File: config.mk
export PLATFORM = sky130hd
export DESIGN_NAME = keypad_entry
export DESIGN_NICKNAME = d
export VERILOG_FILES = /design/src/rtl/calc_pkg.sv /design/src/rtl/keypad_debounce.sv /design/src/rtl/keypad_entry.sv
export SDC_FILE = /design/constraint.sdc
export NUM_CORES = 1
export LEC_CHECK = 0
export ABC_CLOCK_PERIOD_IN_PS = 5200
export BUFFER_PORTS_ARGS = -buffer_cell sky130_fd_sc_hd__buf_2
export CORE_MARGIN = 2
export CORE_UTILIZATION = 54
export CTS_BUF_LIST = sky130_fd_sc_hd__clkbuf_8 sky130_fd_sc_hd__clkbuf_16
export DETAILED_ROUTE_END_ITERATION = 10
export PLACE_DENSITY = 0.72
export SLEW_MARGIN = 40
export SYNTH_ARGS = -nofsm -noshare
export SYNTH_HDL_FRONTEND = slang
export SYNTH_HIERARCHICAL = 1
export SYNTH_SLANG_ARGS = --single-unit
File: constraint.sdc
create_clock -name clock -period 5.2 [get_ports clock]
set_input_delay 1.56 -clock clock [delete_from_list [all_inputs] [get_ports clock]]
set_output_delay 1.56 -clock clock [all_outputs]
set_load 0.02 [all_outputs]
File: src/rtl/calc_pkg.sv
// Shared calculator definitions: key codes, keypad map, scan FSM states, operand width.
package calc_pkg;

    localparam int unsigned OPERAND_W = 8;
    localparam int unsigned KEY_W     = 4;

    localparam logic [KEY_W-1:0] KEY_MAX_DIGIT = 4'd9;
    localparam logic [KEY_W-1:0] KEY_CLR       = 4'd13;
    localparam logic [KEY_W-1:0] KEY_BKSP      = 4'd14;

    typedef enum logic [1:0] {
        ST_SCAN       = 2'd0,
        ST_PRESS_DB   = 2'd1,
        ST_HELD       = 2'd2,
        ST_RELEASE_DB = 2'd3
    } kp_state_e;

    // Index of the lowest active-low line; serves both row priority and column decode.
    function automatic logic [1:0] low_index(input logic [3:0] lines);
        if (!lines[0]) begin
            return 2'd0;
        end else if (!lines[1]) begin
            return 2'd1;
        end else if (!lines[2]) begin
            return 2'd2;
        end else begin
            return 2'd3;
        end
    endfunction

    // Keypad layout, row-major: 1 2 3 A / 4 5 6 B / 7 8 9 C / CLR 0 BKSP F.
    function automatic logic [KEY_W-1:0] key_lookup(input logic [1:0] row, input logic [1:0] col);
        case ({row, col})
            4'h0:    return 4'd1;
            4'h1:    return 4'd2;
            4'h2:    return 4'd3;
            4'h3:    return 4'd10;
            4'h4:    return 4'd4;
            4'h5:    return 4'd5;
            4'h6:    return 4'd6;
            4'h7:    return 4'd11;
            4'h8:    return 4'd7;
            4'h9:    return 4'd8;
            4'hA:    return 4'd9;
            4'hB:    return 4'd12;
            4'hC:    return KEY_CLR;
            4'hD:    return 4'd0;
            4'hE:    return KEY_BKSP;
            default: return 4'd15;
        endcase
    endfunction

endpackage

File: src/rtl/keypad_debounce.sv
// Stable-condition counter: asserts done on the COUNT-th consecutive stable cycle while enabled,
// restarting from zero whenever the condition drops.
module keypad_debounce #(
    parameter int unsigned COUNT = 20000
) (
    input  logic i_clk,
    input  logic i_rst_n,
    input  logic i_en,
    input  logic i_stable,
    output logic o_done_c,
    output logic o_broken_c
);

    localparam int unsigned CW = (COUNT > 1) ? $clog2(COUNT) : 1;

    logic [CW-1:0] r_cnt;

    assign o_done_c   = i_en && i_stable && (r_cnt == CW'(COUNT - 1));
    assign o_broken_c = i_en && !i_stable;

    always_ff @(posedge i_clk) begin
        if (!i_rst_n) begin
            r_cnt <= '0;
        end else if (!i_en || !i_stable || o_done_c) begin
            r_cnt <= '0;
        end else begin
            r_cnt <= r_cnt + CW'(1);
        end
    end

endmodule

File: src/rtl/keypad_entry.sv
// Keypad column scanner with press/release debounce and a 3-digit decimal operand accumulator.
// Define KEYPAD_BACKSPACE_EN to make key 14 drop the last entered digit.
module keypad_entry
    import calc_pkg::*;
#(
    parameter int unsigned SCAN_DIV     = 1000,
    parameter int unsigned DEBOUNCE_CNT = 20000
) (
    input  logic                 clock,
    input  logic                 clear,
    input  logic [3:0]           Rows,
    input  logic                 entry_clr,
    output logic [3:0]           COL,
    output logic                 key_valid,
    output logic [KEY_W-1:0]     key_code,
    output logic [OPERAND_W-1:0] value,
    output logic [1:0]           ndigits
);

    localparam int unsigned DW = (SCAN_DIV > 1) ? $clog2(SCAN_DIV) : 1;
    localparam int unsigned AW = 12;

    kp_state_e             r_state;
    kp_state_e             w_state_nxt;
    logic [DW-1:0]         r_dwell;
    logic [DW-1:0]         w_dwell_nxt;
    logic [3:0]            r_col;
    logic [3:0]            w_col_nxt;
    logic [3:0]            r_rows_cap;
    logic [3:0]            w_rows_cap_nxt;
    logic                  r_key_valid;
    logic                  w_key_valid_nxt;
    logic [KEY_W-1:0]      r_key_code;
    logic [KEY_W-1:0]      w_key_code_nxt;
    logic [OPERAND_W-1:0]  r_value;
    logic [1:0]            r_ndigits;

    logic                  w_dwell_end;
    logic                  w_rows_idle;
    logic [3:0]            w_col_rot;
    logic [KEY_W-1:0]      w_key_sel;
    logic                  w_press_done;
    logic                  w_press_broken;
    logic                  w_rel_done;
    logic                  w_rel_broken;
    logic [AW-1:0]         w_shifted;
    logic                  w_digit_ok;

    assign w_dwell_end = (r_dwell == DW'(SCAN_DIV - 1));
    assign w_rows_idle = &Rows;
    assign w_col_rot   = {r_col[2:0], r_col[3]};
    assign w_key_sel   = key_lookup(low_index(r_rows_cap), low_index(r_col));

    keypad_debounce #(.COUNT(DEBOUNCE_CNT)) u_press_db (
        .i_clk      (clock),
        .i_rst_n    (clear),
        .i_en       (r_state == ST_PRESS_DB),
        .i_stable   (Rows == r_rows_cap),
        .o_done_c   (w_press_done),
        .o_broken_c (w_press_broken)
    );

    keypad_debounce #(.COUNT(DEBOUNCE_CNT)) u_release_db (
        .i_clk      (clock),
        .i_rst_n    (clear),
        .i_en       (r_state == ST_RELEASE_DB),
        .i_stable   (w_rows_idle),
        .o_done_c   (w_rel_done),
        .o_broken_c (w_rel_broken)
    );

    always_ff @(posedge clock) begin
        if (!clear) begin
            r_state <= ST_SCAN;
        end else begin
            r_state <= w_state_nxt;
        end
    end

    always_comb begin
        w_state_nxt = r_state;
        case (r_state)
            ST_SCAN: begin
                if (w_dwell_end && !w_rows_idle) begin
                    w_state_nxt = ST_PRESS_DB;
                end
            end
            ST_PRESS_DB: begin
                if (w_press_broken) begin
                    w_state_nxt = ST_SCAN;
                end else if (w_press_done) begin
                    w_state_nxt = ST_HELD;
                end
            end
            ST_HELD: begin
                if (w_rows_idle) begin
                    w_state_nxt = ST_RELEASE_DB;
                end
            end
            ST_RELEASE_DB: begin
                if (w_rel_broken) begin
                    w_state_nxt = ST_HELD;
                end else if (w_rel_done) begin
                    w_state_nxt = ST_SCAN;
                end
            end
            default: w_state_nxt = ST_SCAN;
        endcase
    end

    // Dwell only runs in SCAN, so any return to SCAN restarts the column dwell.
    always_comb begin
        w_dwell_nxt     = '0;
        w_col_nxt       = r_col;
        w_rows_cap_nxt  = r_rows_cap;
        w_key_valid_nxt = 1'b0;
        w_key_code_nxt  = r_key_code;
        case (r_state)
            ST_SCAN: begin
                w_dwell_nxt = w_dwell_end ? '0 : r_dwell + DW'(1);
                if (w_dwell_end) begin
                    if (w_rows_idle) begin
                        w_col_nxt = w_col_rot;
                    end else begin
                        w_rows_cap_nxt = Rows;
                    end
                end
            end
            ST_PRESS_DB: begin
                if (w_press_done) begin
                    w_key_valid_nxt = 1'b1;
                    w_key_code_nxt  = w_key_sel;
                end
            end
            ST_RELEASE_DB: begin
                if (w_rel_done) begin
                    w_col_nxt = w_col_rot;
                end
            end
            default: begin
            end
        endcase
    end

    always_ff @(posedge clock) begin
        if (!clear) begin
            r_dwell     <= '0;
            r_col       <= 4'b1110;
            r_rows_cap  <= 4'hF;
            r_key_valid <= 1'b0;
            r_key_code  <= '0;
        end else begin
            r_dwell     <= w_dwell_nxt;
            r_col       <= w_col_nxt;
            r_rows_cap  <= w_rows_cap_nxt;
            r_key_valid <= w_key_valid_nxt;
            r_key_code  <= w_key_code_nxt;
        end
    end

    // Accumulator acts on the registered key pulse, so results appear the cycle after key_valid.
    assign w_shifted  = AW'(r_value) * AW'(10) + AW'(r_key_code);
    assign w_digit_ok = (r_key_code <= KEY_MAX_DIGIT) && (r_ndigits != 2'd3)
                        && (w_shifted <= AW'(2 ** OPERAND_W - 1));

    always_ff @(posedge clock) begin
        if (!clear) begin
            r_value   <= '0;
            r_ndigits <= '0;
        end else if (entry_clr) begin
            r_value   <= '0;
            r_ndigits <= '0;
        end else if (r_key_valid) begin
            if (w_digit_ok) begin
                r_value   <= w_shifted[OPERAND_W-1:0];
                r_ndigits <= r_ndigits + 2'd1;
            end else if (r_key_code == KEY_CLR) begin
                r_value   <= '0;
                r_ndigits <= '0;
            end
`ifdef KEYPAD_BACKSPACE_EN
            else if ((r_key_code == KEY_BKSP) && (r_ndigits != 2'd0)) begin
                r_value   <= r_value / OPERAND_W'(10);
                r_ndigits <= r_ndigits - 2'd1;
            end
`endif
        end
    end

    assign COL       = r_col;
    assign key_valid = r_key_valid;
    assign key_code  = r_key_code;
    assign value     = r_value;
    assign ndigits   = r_ndigits;

endmodule

==> qor.yml <==
route:
  drt_first_pass_iters: 4
  route.detailed.drc: 0
  drtIter0Drc: 124
  via_per_inst: 5.42
  dr_total_vias: 2731
  antenna_left: 0
  wl_um: 6400
  routedWlPerCell_um: 12.7
sta:
  grt_setup_unrepaired: "false"
  finalSetupViolCount: 0
  fin_crit_ps: 3240
  fmax_mhz: 308
  slew_violations: 0
  tns_ps: 0
  hold_viol: 0
  setup_ws_ps: 1960
  clock_skew_ps: 6.40
  slew_headroom_pct: 48.2
  period_share_pct: 62.4
  tightest_slew_ps: 775
worst_setup_path:
  crit_fanout: 7
  cp.required_ps: 5430
  crit_start: "Rows[1]"
  reg2reg_from: "value[1]"
  cp-start-kind: "primary input"
  crit_type: "primary input to flop"
  critPathArrivalTime_ps: 3470
  ff2ff_setup_slack_ps: 2420
  worstSetupEndpointType: "flop"
synth:
  synth_seq_cells: 65
  synth_fa_ha_area_share_pct: 9.74
  post_synth_num_cell_types: 47
  synth_area_per_cell_um2: 8.74
  syn_area_mm2: 0.00350
  synth_top_family_by_area: "simple AND/OR/NAND/NOR gates"
  yosysWarnings: 6
  ys.flop_type: "dfxtp_1"
  muxShareOfSynthArea_pct: 4.33
  synth_edf_count: 0
  synthSimpleGateAreaFrac_pct: 26.4
  synthArstFlopShare_pct: 0
  yosysSeqAreaShare_pct: 37.2
  synth_compound_area_share_pct: 8.12
  synth_fp_nets: 433
  synthCells: 400
  synth_xor_area_share_pct: 10.8
grt:
  gr-usage-all-layers_pct: 19.5
  grt_pass1_wl_um: 11500
  grt_max_degree: 20
  antenna_found_initial: 0
  grt_pass1_vias: 2608
  gr-total-overflow: 0
power_and_ir_drop:
  switching_share_pct: 20.9
  p_leak_uw: 0.00163
  p_int_uw: 732
  powerDensity_mw_per_mm2: 241
  peakVddDrop_mv: 0.181
  seqPwrFrac_pct: 54.2
  p_clk_share_pct: 44.1
  total_power_uw: 925
  switchingPower_uw: 193
  combPwrFrac_pct: 1.8
cells_and_area:
  drive_gt1_share_pct: 11.0
  fin_cells: 504
  final_area_mm2: 0.00383
  antenna_cells: 0
  num-nets-final: 457
  areaGrowthSynthToFinish_pct: 9.63
placement:
  dp_cells: 490
  place_ws_ps: 1630
  dp_hpwl_um: 4590
  gp_congestion: 0.816
  placed_area_mm2: 0.00365
  port_buffers: 25
clocking:
  cts_made_buffers: 9
  cts.hold.buffers_added: 0
  cts_tree: "built"
  clockRootBuffer: "clkbuf_8"
  cts_setup_buffers: 0
  cts_num_sinks: 65
  cts_buffer_depth: 2
  htree_levels: 3
  clk_pin_slew_worst_paths_ps: 70
  clk_latency_ps: 330
  ctsResizeCount: 0
outcome:
  status: "completed"
floorplanning:
  num_rows: 29
  die_width_um: 84.5
  die_area_mm2: 0.00713
  start_util_pct: 55.4
  die_y_um: 84.5
  coreArea_mm2: 0.00631
  ios: 26
worst_hold_path:
  holdCritStartpoint: "r_dwell[0]"
  hp-class: "flop to flop"
flow_run:
  drv_cap: 0
per-layer routing:
layer / vias up / GRT usage, % / share of wire [%]
met5: - / 0 / 0
li1: 1432 / - / -
met1: 1258 / 24.4 / 49
met3: 10 / 6.10 / 3.4
met4: 0 / 5.77 / 1.3
met2: 31 / 32.4 / 47
flip-flops by register name, summed over array words and instances, names as in the netlist:
name / cells
u_press_db/r_cnt: 15
u_release_db/r_cnt: 15
r_dwell: 10
value: 8
COL: 4
key_code: 4
r_rows_cap: 4
ndigits: 2
r_state: 2
key_valid: 1
power by group through the flow:
stage | Clock (µW) | Combinational [µW] | Sequential [µW]
final | 408 | 16.3 | 501
after global routing | 444 | 18.0 | 501
after CTS | 423 | 16.5 | 501
after detailed placement | 0 | 16.4 | 512
after global placement | 0 | 16.0 | 512
after floorplan | 0 | 10.2 | 512
final cells by class:
type / count / area [µm²]
Clock buffer: 10 / 138
Tap cell: 77 / 96.3
Inverter: 14 / 52.6
Clock inverter: 4 / 45.0
Sequential cell: 65 / 1300
Fill cell: 580 / 2480
Timing Repair Buffer: 25 / 125
Multi-Input combinational cell: 309 / 2070
cells by family (layout without fill, tap and decap cells):
| logic type | count (synthesis) | in the layout |
|---|---|---|
| simple gates | 182 | 182 |
| flops | 65 | 65 |
| compound gates | 43 | 43 |
| xor+xnor | 43 | 43 |
| fa+ha+maj | 26 | 26 |
| buf+inv | 26 | 53 |
| mux | 15 | 15 |
cells in the final DEF, fill, tap and decap left out, types with 9 or more instances in the layout:
cell,netlist,layout
nor2_1,50,50
o21ai_0,14,14
buf_2,0,25
mux2i_1,14,14
a21oi_1,9,9
nor4_1,12,12
dfxtp_1,65,65
nand2_1,52,52
xor2_1,13,13
xnor2_1,30,30
ha_1,24,24
inv_1,14,14
clkbuf_8,0,10
nand4_1,11,11
nand3_1,19,19
metrics by stage:
stage          util, %  hold slack [ps]
2_1_floorplan        -              413
3_3_place_gp      57.8              428
3_5_place_dp      57.8              432
4_1_cts           60.7              442
5_1_grt           60.7              476
6_report          60.7              445
synthesized netlist by cell type, types with 3 or more instances:
cell / number / share of area, %
nor3_1: 5 / 0.72
ha_1: 24 / 8.6
buf_6: 3 / 0.97
inv_1: 14 / 1.5
mux2i_1: 14 / 4.0
clkbuf_1: 8 / 0.86
and2_1: 3 / 0.54
o21ai_0: 14 / 2.0
o211a_1: 4 / 1.1
nor2b_1: 7 / 1.3
xor2_1: 13 / 3.3
nand3_1: 19 / 2.7
a21boi_0: 3 / 0.64
dfxtp_1: 65 / 37
nand4_1: 11 / 2.0
xnor2_1: 30 / 7.5
nand2_1: 52 / 5.6
or3_1: 4 / 0.72
nor2_1: 50 / 5.4
a21oi_1: 9 / 1.3
nor4_1: 12 / 2.1
path summary, 6_finish.rpt:
| path | to | depth (start not counted) |
|---|---|---|
| worst max-delay path | key_code[3] | 9 |
| worst min-delay path | r_dwell[0] | 1 |
| worst max register to register | ndigits[1] | 10 |
| worst min register to register | r_dwell[0] | 1 |
critical path: stages:
cell and delay, ps:
buf_2 120, xor2_1 140, nor4_1 650, nand2_1 100, nor2_1 170, nand2_1 110
nor2_1 340, o211ai_1 140, o211a_1 150
(Power assumes the default switching activity.)
